## config.mk

```make
export PLATFORM = sky130hd
export DESIGN_NAME = data_memory
export DESIGN_NICKNAME = d
export VERILOG_FILES = /design/src/rtl/data_memory_pkg.sv /design/src/rtl/data_memory.sv
export SDC_FILE = /design/constraint.sdc
export NUM_CORES = 1
export LEC_CHECK = 0
export BUFFER_PORTS_ARGS = -buffer_cell sky130_fd_sc_hd__buf_2
export CAP_MARGIN = 15
export CORE_ASPECT_RATIO = 1.1
export CORE_MARGIN = 4
export CORE_UTILIZATION = 30
export DETAILED_ROUTE_END_ITERATION = 10
export GPL_ROUTABILITY_DRIVEN = 1
export SYNTH_ARGS = -nofsm -noshare
export SYNTH_HDL_FRONTEND = slang
export SYNTH_SLANG_ARGS = --single-unit
```

## constraint.sdc

```tcl
create_clock -name clka -period 1.8 [get_ports clka]
set_input_delay 0 -clock clka [delete_from_list [all_inputs] [get_ports clka]]
set_output_delay 0 -clock clka [all_outputs]
set_load 0.01 [all_outputs]
```

## src/rtl/data_memory_pkg.sv

```systemverilog
// Shared constants and word/address types for the data memory and the MBR that drives it.
package data_memory_pkg;

   localparam int DATA_W_DEF = 8;
   localparam int ADDR_W_DEF = 4;

   typedef logic [DATA_W_DEF-1:0] mem_word_t;
   typedef logic [ADDR_W_DEF-1:0] mem_addr_t;

endpackage

```

## src/rtl/data_memory.sv

```systemverilog
// Single-port synchronous RAM with read-first collision behaviour and registered read.
// Define DATA_MEMORY_OUT_REG_EN to add an output pipeline register (read latency 2).
module data_memory
   import data_memory_pkg::*;
#(
   parameter int                 DATA_W    = DATA_W_DEF,
   parameter int                 ADDR_W    = ADDR_W_DEF,
   parameter logic [DATA_W-1:0]  RESET_VAL = '0
) (
   input  logic              clka,
   input  logic              rsta_n,
   input  logic              wea,
   input  logic [ADDR_W-1:0] addra,
   input  logic [DATA_W-1:0] dina,
   output logic [DATA_W-1:0] douta
);

   localparam int DEPTH = 2**ADDR_W;

   logic [DATA_W-1:0] r_mem [DEPTH];
   logic [DATA_W-1:0] r_rdData;

   // The read register samples the array before this edge's write lands, giving read-first.
   always_ff @(posedge clka or negedge rsta_n) begin
      if (!rsta_n) begin
         for (int i = 0; i < DEPTH; i++) begin
            r_mem[i] <= RESET_VAL;
         end
         r_rdData <= RESET_VAL;
      end else begin
         if (wea) begin
            r_mem[addra] <= dina;
         end
         r_rdData <= r_mem[addra];
      end
   end

`ifdef DATA_MEMORY_OUT_REG_EN
   logic [DATA_W-1:0] r_outData;

   always_ff @(posedge clka or negedge rsta_n) begin
      if (!rsta_n) begin
         r_outData <= RESET_VAL;
      end else begin
         r_outData <= r_rdData;
      end
   end

   assign douta = r_outData;
`else
   assign douta = r_rdData;
`endif

endmodule

```

==> results of run 1 <==
cell usage after synthesis:
library cell / number
sky130_fd_sc_hd__nor2b_1: 2
sky130_fd_sc_hd__buf_2: 4
sky130_fd_sc_hd__or3_1: 2
sky130_fd_sc_hd__nor3_2: 6
sky130_fd_sc_hd__a22oi_1: 16
sky130_fd_sc_hd__mux2_2: 128
sky130_fd_sc_hd__or4_1: 1
sky130_fd_sc_hd__buf_4: 5
sky130_fd_sc_hd__nand2b_1: 3
sky130_fd_sc_hd__nor2_2: 6
sky130_fd_sc_hd__clkbuf_1: 12
sky130_fd_sc_hd__nand3_1: 2
sky130_fd_sc_hd__nand3b_1: 2
sky130_fd_sc_hd__mux4_2: 32
sky130_fd_sc_hd__and2_1: 1
sky130_fd_sc_hd__dfrtp_1: 136
sky130_fd_sc_hd__buf_1: 3
sky130_fd_sc_hd__nor2_1: 1
sky130_fd_sc_hd__nand2_1: 10
sky130_fd_sc_hd__nor4_4: 1
repair_timing:
item                                   4_1_cts  5_1_grt
resized for setup                            0        0
endpoints found under the hold margin      136        0
setup buffers                                0        0
hold buffers                                 1        0
through the flow:
stage	area [sq um]	setup slack (ps)	hold WS, ps	std cells
after floorplan	6040	473	-296	373
after global placement	6620	216	-58.8	654
after detailed placement	6620	202	-52.0	654
after CTS	7240	404	45.0	687
after global routing	7240	350	64.7	687
final	7240	397	60.5	687
cell families after synthesis:
group | count (synthesis)
flip-flops | 136
AND/OR/NAND/NOR | 37
multiplexers | 160
buffers and inverters | 24
AO/OA/AOI/OAI | 16
worst max path at each step:
stage / to / slack, ps / cells after the start
5_1_grt: douta[1] / 350 / 3
6_report: douta[1] / 400 / 3
3_3_place_gp: r_mem[126] / 220 / 4
3_5_place_dp: douta[4] / 200 / 5
2_1_floorplan: douta[0] / 470 / 5
4_1_cts: douta[1] / 400 / 3
area by class of cell:
class                      count  area (sq um)  share of cell area (%)
sequential                   136          3400                    47.0
multi-input combinational    213          2520                    34.9
clock buffer                  24           492                    6.79
timing repair buffer          54           384                    5.31
tap                          252           315                    4.36
clock inverter                 8           118                    1.63
metal layers:
layer,track usage [%],wire length [um],share of wire [%]
met5,0,0,0
met4,4.98,207,1.5
met3,3.79,521,3.8
met2,22.3,6910,51
met1,16.6,5970,44
sequential cells by signal, summed over array words and instances, names as in the netlist:
signal and cells:
r_mem 128, douta 8
power groups by stage:
stage / logic (mW) / registers [mW] / clock network (mW)
floorplan: 1.08 / 4.06 / 0
detailed placement: 1.46 / 4.18 / 0
global placement: 1.40 / 4.14 / 0
CTS: 1.47 / 4.13 / 3.63
global route: 1.58 / 4.22 / 3.75
finish: 1.44 / 4.13 / 3.55
critical path: stages (launching register included):
cell and delay [ps]:
sky130_fd_sc_hd__dfrtp_1 380, sky130_fd_sc_hd__mux4_2 470, sky130_fd_sc_hd__a22oi_1 330, sky130_fd_sc_hd__nand2_1 100
==> impl_results.md, run 1 <==
* Data arrival time at the worst-slack endpoint at between 1500 and 2000 ps
* Worst slew slack as a fraction of its limit at between 40 and 50%
* Routed Antenna Nets at 0
* Fraction of final layout cells with drive strength greater than 1 at around three fifths
* Overall Global Routing Usage at between 10% and 20%
* Adder-cell share of the synthesized area at 0%
* Internal portion of total power at between 6 and 7 mW
* Synthesized area at 6040 sq um
* Weighted congestion at the end of routability-driven global placement at roughly 0.78
* Clock period minus worst slack at approximately 1400 ps
* Most common cell after layout, fill and taps aside: sky130_fd_sc_hd__dfrtp_1
* Total CTS buffers at 17
* Setup slack of the worst register-to-register path at between 300 and 400 ps
* Post-DP HPWL at approximately 9.4 mm
* Slew at the pin closest to its max-slew limit at between 800 and 900 ps
* Maximum capacitance violations at 0
* Worst setup path class: flop to flop
* Worst r2r src: r_mem[97]
* Routed vias/inst at about 5
* Critical path launch point type: flop
* Post-synthesis share of cell area spent on xor and xnor gates at 0%
* Largest buffer count on any clock path at 2
* Tot Pwr at 9.11 mW
* Achievable clock frequency at 713 MHz
* Endpoint of the worst hold path: r_mem[66]
* Wire length of the first global-routing pass at approximately 22 mm
* Clock Skews at around 5.7 ps
* Seq cells post-synth at around 140
* Starting density of the core at ~31%
* Sinks on the clock net at about 140
* Post-Syn Instances at 373
* Final number of hold-violating endpoints at 0
* Number of slew-limit violations in the final report at 0
* Switch share at around a quarter
* Number of search-and-repair iterations in the first detailed-routing pass at 5
* Max Fanout on Critical Path at 2
* Pwr/cell area at approximately 1300 nW/um^2
* Via count at approximately 3400
* Final #Nets at around 440
* Syn. warnings at 0
* Sum of negative setup slack at 0 ps
* Mux cell area share after synthesis at a little over a third
* Launch point of the worst path: r_mem[97]
* Full die area at 22500 sq um
* Lkg Pwr at 3.09 nW
* Antenna cell count at 0
* Fraction of power consumed by sequential logic at a little under half
* # setup viols final at 0
* Required time at the endpoint of the critical path at 2100 ps
* Share of the clock period used by the worst path after layout at about 78%
* DR iter-0 viols at 187
* Simple-gate portion of the synthesized area at under 10%
* Max rail drop VDD at about 0.73 mV
* CTS Root Cell: sky130_fd_sc_hd__clkbuf_16
* Share of the core filled with cells at a little over a third
* Clk_lat worst skew at 420 ps
* Total gr overflow at 0
* WHS Path Cells at 2
* Path depth of the worst reg2reg path at 3
* RSZ-0062 raised after global routing: false
* Number of global-route vias before repair at approximately 3900
* Maximum number of pins on one net before global-route repair at 45
* Num rows at 54
* Library cell occupying the most area in the post-synthesis netlist: sky130_fd_sc_hd__dfrtp_1
* Average footprint of a synthesized cell at 16.2 sq um
* Clock Pin Slew Worst Setup and Hold Paths at ~60 ps
* Startpoint of the lowest-slack hold path: dina[2]
* Endpoint of the worst-slack reg-to-reg timing path: douta[1]
* Post-Route WL at approximately 14 mm
* Number of antenna violations at the first check in global routing at 0
* Main combinational cell family by area after synthesis: multiplexers
* Number of top-level design ports at 23
* Main area contributors after synthesis: sky130_fd_sc_hd__dfrtp_1 (56%), sky130_fd_sc_hd__mux2_2 (24%), sky130_fd_sc_hd__mux4_2 (12%)
* Worst Hold Class: primary input to flop
* Signed area change from the synthesized netlist to the final layout at 19.8%
* Max H-tree Level at 4
* Synthesized-area fraction occupied by ao, oa, aoi and oai cells at 1.99%
* Psw at 2.12 mW
* Commonest cells after routing, fill and taps aside: sky130_fd_sc_hd__dfrtp_1 (136), sky130_fd_sc_hd__mux2_2 (128), sky130_fd_sc_hd__mux4_2 (32), sky130_fd_sc_hd__buf_4 (29), sky130_fd_sc_hd__buf_2 (21)
* Count of buffers inserted at the top-level ports at 22
* Die span in x at between 100 and 150 um
* Count of different cell masters after synthesis at 20
* Area inside the core boundary at 19800 sq um
* Vertical die dimension at approximately 160 um
* Fraction of the yosys area taken by sequential cells at 56.3%
* Average routed wire per standard cell at ~20 um
* Number of fill cells in the layout at around 1900
* Number of nets in the synthesized netlist at slightly below 400
* Outcome: complete, no violations
* Share of total power in combinational logic at between 10% and 20%
* DRC violations left at 0
* Share of the synthesized area in the top cell type at 56.3%
* Element type at the critical path end: flop
* CTS tree: yes
* Clock power frac at between 30 and 40%
Power figures use the tool's default switching activity.
==> inputs of run 2 (changes only) <==
==> constraint.sdc (replaced) <==
create_clock -name clka -period 1.3 [get_ports clka]
set_input_delay 0 -clock clka [delete_from_list [all_inputs] [get_ports clka]]
set_output_delay 0 -clock clka [all_outputs]
set_load 0.01 [all_outputs]
==> impl_results.md, run 2 (synthesis results as in run 1) <==
* Most common cell after layout, fill and taps aside: sky130_fd_sc_hd__dfrtp_1 (unchanged)
* Starting density of the core at 30.5% (unchanged)
* Num rows at 54 (unchanged)
* Full die area at 22500 sq um (unchanged)
* Sum of negative setup slack at -25.3 ps (was 0 ps)
* Number of fill cells in the layout at 1833 (was 1853)
* Tot Pwr at 12.8 mW (was 9.11 mW)
* Outcome: finished with violations (was complete, no violations)
* Number of slew-limit violations in the final report at 0 (unchanged)
* Clock period minus worst slack at 1320 ps (was 1400 ps)
* CTS Root Cell: sky130_fd_sc_hd__clkbuf_16 (unchanged)
* Fraction of final layout cells with drive strength greater than 1 at 62.1% (was 58.6%)
* Worst setup slack after placement at -204 ps (was 202 ps)
* Number of global-route vias before repair at 3836 (was 3892)
* Final #Nets at 458 (was 437)
* Sinks on the clock net at 136 (unchanged)
* Data arrival time at the worst-slack endpoint at 1590 ps (was 1700 ps)
* Count of buffers inserted at the top-level ports at 22 (unchanged)
* Antenna cell count at 0 (unchanged)
* Wire length of the first global-routing pass at 21.7 mm (was 22.3 mm)
* Final setup slack of the worst path at -19.0 ps (was 397 ps)
* Element type at the critical path end: flop (unchanged)
* Max rail drop VDD at 0.990 mV (was 0.735 mV)
* Maximum capacitance violations at 0 (unchanged)
* Number of top-level design ports at 23 (unchanged)
* Via count at 3433 (was 3381)
* Worst slew slack as a fraction of its limit at 40.0% (was 44.0%)
* Max H-tree Level at 4 (unchanged)
* Vertical die dimension at 157 um (unchanged)
* Register with the most flip-flops: r_mem (unchanged)
* RSZ-0062 raised after global routing: true (was false)
* CTS tree: yes (unchanged)
* Achievable clock frequency at 758 MHz (was 713 MHz)
* # setup viols final at 3 (was 0)
* Number of search-and-repair iterations in the first detailed-routing pass at 4 (was 5)
* Worst setup path class: flop to flop (unchanged)
* Slew at the pin closest to its max-slew limit at 898 ps (was 838 ps)
* Critical path launch point type: flop (unchanged)
* Share of the core filled with cells at 38.0% (was 36.6%)
* Post-Route WL at 13.5 mm (was 13.6 mm)
* Signed area change from the synthesized netlist to the final layout at 24.5% (was 19.8%)
* Area inside the core boundary at 19800 sq um (unchanged)
* Commonest cells after routing, fill and taps aside: sky130_fd_sc_hd__dfrtp_1 (136), sky130_fd_sc_hd__mux2_2 (128), sky130_fd_sc_hd__buf_4 (44), sky130_fd_sc_hd__mux4_2 (32), sky130_fd_sc_hd__buf_2 (21) (was sky130_fd_sc_hd__dfrtp_1 (136), sky130_fd_sc_hd__mux2_2 (128), sky130_fd_sc_hd__mux4_2 (32), sky130_fd_sc_hd__buf_4 (29), sky130_fd_sc_hd__buf_2 (21))
* Required time at the endpoint of the critical path at 1570 ps (was 2100 ps)
* Final number of hold-violating endpoints at 0 (unchanged)
* Share of the clock period used by the worst path after layout at 101% (was 78.0%)
* Overall Global Routing Usage at 12.8% (was 13.4%)
* Clk_lat worst skew at 410 ps (was 420 ps)
* Clock Skews at 9.00 ps (was 5.69 ps)
* Lkg Pwr at 3.21 nW (was 3.09 nW)
* Number of antenna violations at the first check in global routing at 0 (unchanged)
* Average routed wire per standard cell at 19.0 um (was 19.8 um)
* Post CTS Setup Buffer Count at 0 (unchanged)
* Post-DP HPWL at 9.45 mm (was 9.43 mm)
* Routed vias/inst at 4.85 (was 4.92)
* Worst Hold Class: primary input to flop (unchanged)
* DR iter-0 viols at 128 (was 187)
* Routed Antenna Nets at 0 (unchanged)
* Area used by multi-input combinational logic at 2560 sq um (was 2520 sq um)
* Largest buffer count on any clock path at 2 (unchanged)
* Area of all sequential standard cells at 3400 sq um (unchanged)
* DRC violations left at 0 (unchanged)
* Pwr/cell area at 1710 nW/um^2 (was 1260 nW/um^2)
* Max Fanout on Critical Path at 2 (unchanged)
* Total CTS buffers at 17 (unchanged)
* Max reg flops at 128 (unchanged)
* Clock Pin Slew Worst Setup and Hold Paths at 60 ps (about the same)
* Maximum number of pins on one net before global-route repair at 42 (was 45)
* Total gr overflow at 0 (unchanged)
* Weighted congestion at the end of routability-driven global placement at 0.777 (was 0.782)
* Die span in x at 143 um (unchanged)
* Violations in the final reports: negative setup slack
run 2: path summary, 6_finish.rpt:
check	from	endpoint	slack [ps]	cells past startpoint
min reg2reg	r_mem[61]	r_mem[61]	500	1
max reg2reg	r_mem[68]	douta[4]	-20	3
min	dina[1]	r_mem[41]	70	2
max in group asynchronous	rsta_n	douta[6]	650	3
min in group asynchronous	rsta_n	r_mem[18]	90	2
max	r_mem[68]	douta[4]	-20	3
run 2: critical path: stages (launching register included):
cell                      delay (ps)
sky130_fd_sc_hd__dfrtp_1         380
sky130_fd_sc_hd__mux4_2          480
sky130_fd_sc_hd__a22oi_2         220
sky130_fd_sc_hd__nand2_1         110
run 2: repair_timing:
action,CTS,global route
endpoints found under the hold margin,136,0
hold buffers,1,0
setup endpoints to repair,6,8
pin swaps,3,4
resized for setup,6,2
run 2: layout make-up:
cell class / count / area share, %
flip-flops and latches: 136 / 45.2
multi-input cells: 213 / 34.1
repair buffers: 75 / 8.20
clock buffers: 24 / 6.40
well taps: 252 / 4.19
clock inverters: 8 / 1.90
run 2: per-layer routing:
layer,track usage [%],vias up,wire (um)
met3,3.70,10,401
met4,3.27,0,122
met2,21.9,42,7110
met5,0,-,0
li1,-,1538,-
met1,16.1,1843,5820
run 2: stage by stage:
stage,instance area (sq um),std cells,hold slack (ps)
6_report,7520,708,72.8
5_1_grt,7520,708,79.8
4_1_cts,7510,708,57.6
3_5_place_dp,6850,675,-53.7
3_3_place_gp,6850,675,-51.8
2_1_floorplan,6050,373,-296
run 2: where the power goes:
part	switching, mW	internal, mW
clock	1.69	3.36
sequential	0.484	5.23
combinational	0.768	1.31
==> inputs of run 3 (changes only) <==
--- a/config.mk
+++ b/config.mk
@@ -10,6 +10,7 @@
 export CORE_ASPECT_RATIO = 1.1
 export CORE_MARGIN = 4
 export CORE_UTILIZATION = 30
+export CTS_BUF_LIST = sky130_fd_sc_hd__clkbuf_8
 export DETAILED_ROUTE_END_ITERATION = 10
 export GPL_ROUTABILITY_DRIVEN = 1
 export SYNTH_ARGS = -nofsm -noshare
==> impl_results.md, run 3 (synthesis results as in run 1) <==
* Wire length of the first global-routing pass at 21.7 mm (about the same)
* Outcome: finished with violations (unchanged)
* Total CTS buffers at 17 (unchanged)
* Antenna cell count at 0 (unchanged)
* Die span in x at 143 um (unchanged)
* Maximum number of pins on one net before global-route repair at 42 (unchanged)
* Number of top-level design ports at 23 (unchanged)
* Post-Route WL at 13.5 mm (about the same)
* Cell area after placement at 6850 sq um (unchanged)
* Register with the most flip-flops: r_mem (unchanged)
* Routed Antenna Nets at 0 (unchanged)
* Area of all placed cells without fillers at 7330 sq um (was 7520 sq um)
* DR iter-0 viols at 160 (was 128)
* Placed Instances at 675 (unchanged)
* Pwr/cell area at 1570 nW/um^2 (was 1710 nW/um^2)
* Average routed wire per standard cell at 19.0 um (about the same)
* Lkg Pwr at 3.14 nW (was 3.21 nW)
* Post CTS Setup Buffer Count at 0 (unchanged)
* Max Fanout on Critical Path at 2 (unchanged)
* Post-DP HPWL at 9.45 mm (unchanged)
* # setup viols final at 2 (was 3)
* Number of antenna violations at the first check in global routing at 0 (unchanged)
* Fraction of power consumed by sequential logic at 49.4% (was 44.5%)
* Total gr overflow at 0 (unchanged)
* Element type at the critical path end: flop (unchanged)
* Final hold slack at 51.9 ps (was 72.8 ps)
* Tot Pwr at 11.5 mW (was 12.8 mW)
* Area of all sequential standard cells at 3400 sq um (unchanged)
* Required time at the endpoint of the critical path at 1610 ps (was 1570 ps)
* Delay of the slowest cell on the worst path at 470 ps (was 480 ps)
* Vertical die dimension at 157 um (unchanged)
* Worst slew slack as a fraction of its limit at 39.6% (was 40.0%)
* CP Cell Sequence: mux4_2 -> a22oi_2 -> nand2_1 (unchanged)
* Commonest cells after routing, fill and taps aside: sky130_fd_sc_hd__dfrtp_1 (136), sky130_fd_sc_hd__mux2_2 (128), sky130_fd_sc_hd__buf_4 (44), sky130_fd_sc_hd__mux4_2 (32), sky130_fd_sc_hd__buf_2 (21) (unchanged)
* Sinks on the clock net at 136 (unchanged)
* Starting density of the core at 30.5% (unchanged)
* Internal portion of total power at 8.74 mW (was 9.90 mW)
* Clk_lat worst skew at 430 ps (was 410 ps)
* Area used by multi-input combinational logic at 2560 sq um (unchanged)
* Signed area change from the synthesized netlist to the final layout at 21.4% (was 24.5%)
* Most common cell after layout, fill and taps aside: sky130_fd_sc_hd__dfrtp_1 (unchanged)
* Largest buffer count on any clock path at 2 (unchanged)
* Clock power frac at 32.6% (was 39.3%)
* Weighted congestion at the end of routability-driven global placement at 0.777 (unchanged)
* Num rows at 54 (unchanged)
* Final number of hold-violating endpoints at 0 (unchanged)
* Maximum capacitance violations at 0 (unchanged)
* Worst Hold Class: primary input to flop (unchanged)
* Share of the clock period used by the worst path after layout at 100% (was 101%)
* Sum of negative setup slack at -8.64 ps (was -25.3 ps)
* Fraction of final layout cells with drive strength greater than 1 at 62.1% (unchanged)
* Count of buffers inserted at the top-level ports at 22 (unchanged)
* Overall Global Routing Usage at 12.8% (about the same)
* Non-Filler Instances at 708 (unchanged)
* Share of total power in combinational logic at 18.0% (was 16.2%)
* Critical path launch point type: flop (unchanged)
* Final #Nets at 458 (unchanged)
* Clock Pin Slew Worst Setup and Hold Paths at 80 ps (was 60 ps)
* RSZ-0062 raised after global routing: true (unchanged)
* Max rail drop VDD at 0.698 mV (was 0.990 mV)
* Full die area at 22500 sq um (unchanged)
* Max H-tree Level at 4 (unchanged)
* Max reg flops at 128 (unchanged)
* Violations in the final reports: negative setup slack (unchanged)
* Worst setup slack after placement at -204 ps (unchanged)
* Number of fill cells in the layout at 1864 (was 1833)
* Switch share at 24.3% (was 22.9%)
* Slew at the pin closest to its max-slew limit at 904 ps (was 898 ps)
* Number of slew-limit violations in the final report at 0 (unchanged)
* CTS tree: yes (unchanged)
* CTS Root Cell: sky130_fd_sc_hd__clkbuf_8 (was sky130_fd_sc_hd__clkbuf_16)
* Number of search-and-repair iterations in the first detailed-routing pass at 4 (unchanged)
* Final setup slack of the worst path at -5.73 ps (was -19.0 ps)
* Data arrival time at the worst-slack endpoint at 1610 ps (was 1590 ps)
* Psw at 2.80 mW (was 2.94 mW)
* Number of global-route vias before repair at 3831 (was 3836)
* Share of the core filled with cells at 37.0% (was 38.0%)
* Clock period minus worst slack at 1310 ps (was 1320 ps)
* Worst setup path class: flop to flop (unchanged)
* Routed vias/inst at 4.87 (was 4.85)
* Clock Skews at 13.1 ps (was 9.00 ps)
* DRC violations left at 0 (unchanged)
* Achievable clock frequency at 766 MHz (was 758 MHz)
* Slowest cell on the critical path: sky130_fd_sc_hd__mux4_2 (unchanged)
* Via count at 3451 (was 3433)
* Area inside the core boundary at 19800 sq um (unchanged)
run 3: worst paths after layout:
path | startpoint | endpoint | slack, ps | cells past startpoint
max | r_mem[74] | douta[2] | -6 | 3
max reg2reg | r_mem[74] | douta[2] | -6 | 3
min in group asynchronous | rsta_n | r_mem[18] | 60 | 2
min | dina[1] | r_mem[41] | 50 | 2
min reg2reg | r_mem[61] | r_mem[61] | 500 | 1
max in group asynchronous | rsta_n | douta[6] | 670 | 3
run 3: critical path: cells and delay by family (launching register included):
kind	cells	cell delay, ps
flops	1	390
compound gates	1	230
simple gates	1	100
mux	1	470
run 3: what timing repair did:
action | in CTS | in global routing
pin swaps | 3 | 4
endpoints found under the setup margin | 8 | 7
gates resized for setup | 8 | 0
hold endpoints to repair | 136 | 0
hold buffers | 1 | 0
run 3: final cells by class:
cell class | instances | area share, %
sequential | 136 | 46.4
clock buffer | 20 | 3.75
clock inverter | 12 | 2.15
multi-input combinational | 213 | 35.0
tap | 252 | 4.30
timing repair buffer | 75 | 8.41
run 3: metal layers:
| layer | GRT usage (%) | share of wire, % | wire (um) | vias to the layer above |
|---|---|---|---|---|
| met4 | 3.81 | 0.96 | 129 | 0 |
| met2 | 21.7 | 52 | 6990 | 38 |
| li1 | - | - | - | 1534 |
| met5 | 0 | 0 | 0 | - |
| met3 | 3.15 | 2.8 | 372 | 12 |
| met1 | 16.3 | 44 | 5990 | 1867 |
run 3: power groups by stage:
stage | Combinational (mW) | Sequential (mW) | Clock [mW]
6_report | 2.08 | 5.70 | 3.76
3_3_place_gp | 1.99 | 5.73 | 0
4_1_cts | 2.12 | 5.70 | 3.84
3_5_place_dp | 2.07 | 5.78 | 0
5_1_grt | 2.27 | 5.81 | 4.04
2_1_floorplan | 1.50 | 5.63 | 0
